===== src/rtl/dbus_bridge.sv =====
// Data-side bridge for the mips core: decodes the data port into the external
// data memory window or an internal countdown timer with an interrupt output.
module dbus_bridge #(
    parameter logic [31:0] DM_BASE = 32'h0000_0000,
    parameter logic [31:0] DM_END  = 32'h0000_2FFF,
    parameter logic [31:0] TC_BASE = 32'h0000_7F00
) (
    input  logic        clk,
    input  logic        reset,
    input  logic [31:0] m_data_addr,
    input  logic [31:0] m_data_wdata,
    input  logic [3:0]  m_data_byteen,
    output logic [31:0] m_data_rdata,
    output logic [31:0] dm_addr,
    output logic [31:0] dm_wdata,
    output logic [3:0]  dm_byteen,
    input  logic [31:0] dm_rdata,
    output logic        irq
);

    typedef enum logic [1:0] {S_IDLE, S_LOAD, S_CNT, S_INT} state_t;

    state_t      r_state;
    logic [3:0]  r_ctrl;
    logic [31:0] r_preset;
    logic [31:0] r_count;
    logic        r_irq_flag;

    logic        w_hit_dm;
    logic        w_hit_tc;
    logic        w_wr;
    logic        w_wr_ctrl;
    logic        w_wr_pre;
    logic        w_auto;
    logic [31:0] w_tc_rdata;

    // Offset compares wrap unsigned, so a zero base needs no separate lower bound.
    assign w_hit_dm  = (m_data_addr - DM_BASE) <= (DM_END - DM_BASE);
    assign w_hit_tc  = (m_data_addr - TC_BASE) <= 32'd11;
    assign w_wr      = w_hit_tc && (m_data_byteen == 4'b1111);
    assign w_wr_ctrl = w_wr && (m_data_addr[3:2] == 2'd0);
    assign w_wr_pre  = w_wr && (m_data_addr[3:2] == 2'd1);
    assign w_auto    = (r_ctrl[2:1] == 2'b01);

    assign dm_addr   = m_data_addr;
    assign dm_wdata  = m_data_wdata;
    assign dm_byteen = w_hit_dm ? m_data_byteen : 4'b0000;

    always_comb begin
        w_tc_rdata = 32'h0;
        case (m_data_addr[3:2])
            2'd0:    w_tc_rdata = {28'h0, r_ctrl};
            2'd1:    w_tc_rdata = r_preset;
            2'd2:    w_tc_rdata = r_count;
            default: w_tc_rdata = 32'h0;
        endcase
    end

    always_comb begin
        m_data_rdata = 32'h0;
        if (w_hit_dm)
            m_data_rdata = dm_rdata;
        else if (w_hit_tc)
            m_data_rdata = w_tc_rdata;
    end

    // The INT state itself drives the pulse; the sticky flag holds it afterwards in one-shot.
    assign irq = r_ctrl[3] & (r_irq_flag | (r_state == S_INT));

    always_ff @(posedge clk or negedge reset) begin
        if (!reset) begin
            r_state    <= S_IDLE;
            r_ctrl     <= 4'h0;
            r_preset   <= 32'h0;
            r_count    <= 32'h0;
            r_irq_flag <= 1'b0;
        end else begin
            if (w_wr_pre)
                r_preset <= m_data_wdata;
            if (w_wr_ctrl || w_wr_pre)
                r_irq_flag <= 1'b0;

            case (r_state)
                S_IDLE: begin
                    if (r_ctrl[0])
                        r_state <= S_LOAD;
                end
                S_LOAD: begin
                    r_count <= r_preset;
                    r_state <= S_CNT;
                end
                S_CNT: begin
                    if (!r_ctrl[0]) begin
                        r_state <= S_IDLE;
                    end else if (r_count > 32'd1) begin
                        r_count <= r_count - 32'd1;
                    end else begin
                        r_count <= 32'h0;
                        r_state <= S_INT;
                    end
                end
                S_INT: begin
                    if (w_auto) begin
                        r_state <= S_LOAD;
                    end else begin
                        r_ctrl[0] <= 1'b0;
                        if (!(w_wr_ctrl || w_wr_pre))
                            r_irq_flag <= 1'b1;
                        r_state <= S_IDLE;
                    end
                end
                default: r_state <= S_IDLE;
            endcase

            // Placed last so a CPU write overrides the hardware EN clear on the same edge.
            if (w_wr_ctrl)
                r_ctrl <= m_data_wdata[3:0];
        end
    end

endmodule


===== config.mk =====
export PLATFORM = sky130hd
export DESIGN_NAME = dbus_bridge
export DESIGN_NICKNAME = d
export VERILOG_FILES = /design/src/rtl/dbus_bridge.sv
export SDC_FILE = /design/constraint.sdc
export NUM_CORES = 1
export LEC_CHECK = 0
export ABC_AREA = 1
export CORE_UTILIZATION = 46
export DETAILED_ROUTE_END_ITERATION = 7
export GPL_ROUTABILITY_DRIVEN = 1
export PLACE_DENSITY = 0.82
export SYNTH_ARGS = -nofsm -noshare
export SYNTH_HDL_FRONTEND = slang
export SYNTH_SLANG_ARGS = --single-unit
export TNS_END_PERCENT = 100

===== constraint.sdc =====
create_clock -name clk -period 2.4 [get_ports clk]
set_input_delay 0.48 -clock clk [delete_from_list [all_inputs] [get_ports clk]]
set_output_delay 0.48 -clock clk [all_outputs]
set_load 0.03 [all_outputs]

==> results.md <==
* Tot Pwr at 3440 µW
* Switching share of power at 0.263
* IO buf count at 198
* Worst-path maximum fanout at 6
* CTS Buf Count at 9
* Grt met3 use at 0.0595
* WP data required at 1.92 ns
* FP Rows at 40
* Clock latency on the worst-skew pair at 0.34 ns
* Die width at 113 µm
* Crit Path Class: in2out
* First-pass GRT wire length at 32,400 µm
* Worst setup margin at -0.460 ns
* Max Cap Violations at 0
* Die Area at 0.0128 mm²
* HPWL after DPL at 14,000 µm
* CTS sink cnt at 71
* Yosys warns at 0
* Most frequent cells in the layout: 187 x nand2_1, 129 x clkdlybuf4s50_1, 120 x inv_1
* Outcome: finished with violations
* Pwr Density at 370 mW/mm²
* Final min period at 2.86 ns
* Clk pwr share at 0.466
* Sequential Power Share at 0.347
* Seq/Total Area, Yosys at 0.313
* Worst path top cell family by delay: simple AND/OR/NAND/NOR gates
* Crit share post-route at 1.19
* Final setup fails at 35
* WHS at 0.151 ns
* Via/cell ratio at 5.67
* Reg clk slew, reported paths at 0.07 ns
* Syn Nets at 993
* Comb pwr share at 0.186
* Number of synthesized register bits at 71
* Crit-path cells: buf_2, nor2_2, nand2_1, nor2_2, nand4_1, xor2_2, nor3_4, buf_12, clkbuf_16, nand3_4, o21ai_2, buf_6
* Final Hold Fails at 0
* Ports at 203
* CTS tree: done
* Worst path slowest cell: nor3_4
* Pin count of the biggest net entering global routing at 46
* Relative slew slack at 0.611
* Fin. max-slew vios at 0
* Failing checks: setup timing
* Syn Std Cell Area at 0.00568 mm²
* P&R area growth vs syn at 64.0%
* Peak Freq at 350 MHz
* Final #Nets at 1,207
* Worst path most repeated cell: nor2_2
* Grt ovf at 0
* CP peak stage delay at 0.28 ns
* Aggregate global-route resource usage at 0.320
* Total core area at 0.0120 mm²
* DP Cell Count at 1,211
* Final Util at 0.776
* Post-Place Setup Slack at -0.734 ns
* Global placement routability congestion at 0.944
* Mean Syn Cell Area at 6.39 µm²
* Met1 GRT Util at 0.401
* Unrepaired setup endpoints after global routing: true
* CP Launch Type: input pin
* Slew @ Worst Pin at 0.584 ns
* Clk_skew at 0.0102 ns
* Crit path from: m_data_addr[26]
* Drt first pass iters at 6
* Critical Path AT at 2.38 ns
* GR Layer Usage met2 at 0.548
* Post-Route WL at 21,800 µm
* Min-delay worst type: in2async
* H-tree levels at 3
* DRC at 0
* Die H at 113 µm
* Setup crit end kind: primary output
* Maximum buffer depth of the clock tree at 2
* Worst r2r src: r_count[0]
* Cell-internal power at 2540 µW
* Initial DRC count at 880
* Number of diodes at 0
* Ranking of synthesized cells by area: dfrtp_1 31%, nand2_1 14%, buf_4 9.0%
* Vias in the first global route at 6,648
* Area leader, netlist: dfrtp_1
* Routed WL per cell at 17.4 µm
* Maximum vdd drop at 0.000283 V
* CP Buf/Inv Count at 4
* Lkg Pwr at 0.00445 µW
* Via count at 7,110
* Routed Antenna Nets at 0
* RR Endpoint: r_count[19]
* Reg2Reg Setup Slack at 0.12 ns
* P_sw at 906 µW
* R2R depth at 15
* Mapped Cells at 889
* Starting Density at 0.473
* Fraction of layout cells with a size suffix above 1 at 0.284
* Netlist cell types at 34
* Root buf cell: clkbuf_16
* Synth top area share at 0.313
* Most common cell after layout, fill and taps aside: nand2_1
* Initial antenna violation count at 0
* Top Usage Layer GRT: met2
* Cell Count, Final, Fillers Out at 1,255
worst register-to-register path: stages (launching register included):
cell	delay (ns)
dfrtp_1	0.40
inv_1	0.15
ha_1	0.22
inv_1	0.07
nor2_2	0.13
nand2_1	0.13
inv_2	0.08
nand2_1	0.09
nand2_1	0.10
nand2_1	0.09
nand2_4	0.16
inv_2	0.19
nand3_1	0.14
o21ai_0	0.09
nand2_1	0.06
o21ai_0	0.07
layer usage:
metal / up-vias / share of wire
met2: 504 / 0.49
met4: 0 / 0.028
met3: 78 / 0.10
met1: 3291 / 0.38
li1: 3237 / -
met5: - / 0
power by group through the flow:
| stage | clock network [µW] | registers [µW] | logic, µW |
|---|---|---|---|
| after floorplan | 0 | 1220 | 287 |
| after global placement | 0 | 1220 | 598 |
| after detailed placement | 0 | 1220 | 601 |
| after CTS | 1600 | 1200 | 616 |
| after global routing | 1650 | 1200 | 673 |
| final | 1610 | 1200 | 641 |
what timing repair did:
item	in CTS	in global routing
setup endpoints to repair	68	74
setup buffers	14	6
hold buffers	0	0
pin swaps	38	21
cloned	5	5
resized for setup	197	88
stage by stage:
step | area [µm²] | setup TNS [ns]
after global routing | 9320 | -19.46
after floorplan | 5940 | -0.870
final | 9320 | -13.37
after CTS | 8810 | -8.79
after detailed placement | 8050 | -36.46
after global placement | 8050 | -34.39
layout make-up:
| type | count | area, µm² |
|---|---|---|
| multi-input cells | 587 | 3490 |
| repair buffers | 304 | 3030 |
| fillers | 806 | 2690 |
| flip-flops and latches | 71 | 1780 |
| inverters | 130 | 488 |
| clock buffers | 9 | 225 |
| well taps | 147 | 184 |
| clock inverters | 7 | 126 |
sequential cells by signal, indices dropped and copies added (netlist names):
| signal | flops |
|---|---|
| r_preset | 32 |
| r_count | 32 |
| r_state | 2 |
| r_ctrl | 4 |
| r_irq_flag | 1 |
kinds of logic (layout without fill, tap and decap cells):
group	after synthesis	after routing	synth area share
xor gates and xnor gates	18	18	0.0277
DFF	71	71	0.313
AOI/OAI and AO/OA	128	128	0.127
adders and majority gates	2	2	0.00440
and+or+nand+nor	437	439	0.328
buffers and inverters	233	450	0.201
cell usage after synthesis (all sizes together):
cell / count
o31ai: 1
a31oi: 14
buf: 79
inv: 129
o22ai: 29
a21oi: 8
a21boi: 1
o21ai: 69
nor3: 14
nand3b: 1
or3: 1
nand4: 11
o21bai: 1
o211ai: 1
xor2: 18
ha: 2
nand3: 100
nor2: 89
nand2: 219
clkbuf: 24
nor2b: 1
nor4: 1
clkinv: 1
a31o: 1
dfrtp: 71
o221ai: 3
worst max path at each step:
stage,depth (start not counted),slack (ns),endpoint
2_1_floorplan,10,-0.03,m_data_rdata[25]
3_3_place_gp,14,-0.70,m_data_rdata[4]
3_5_place_dp,14,-0.73,m_data_rdata[4]
4_1_cts,16,-0.32,m_data_rdata[26]
5_1_grt,12,-0.55,m_data_rdata[22]
6_report,12,-0.46,m_data_rdata[22]
Note: power is estimated with default switching activity, not from simulation.
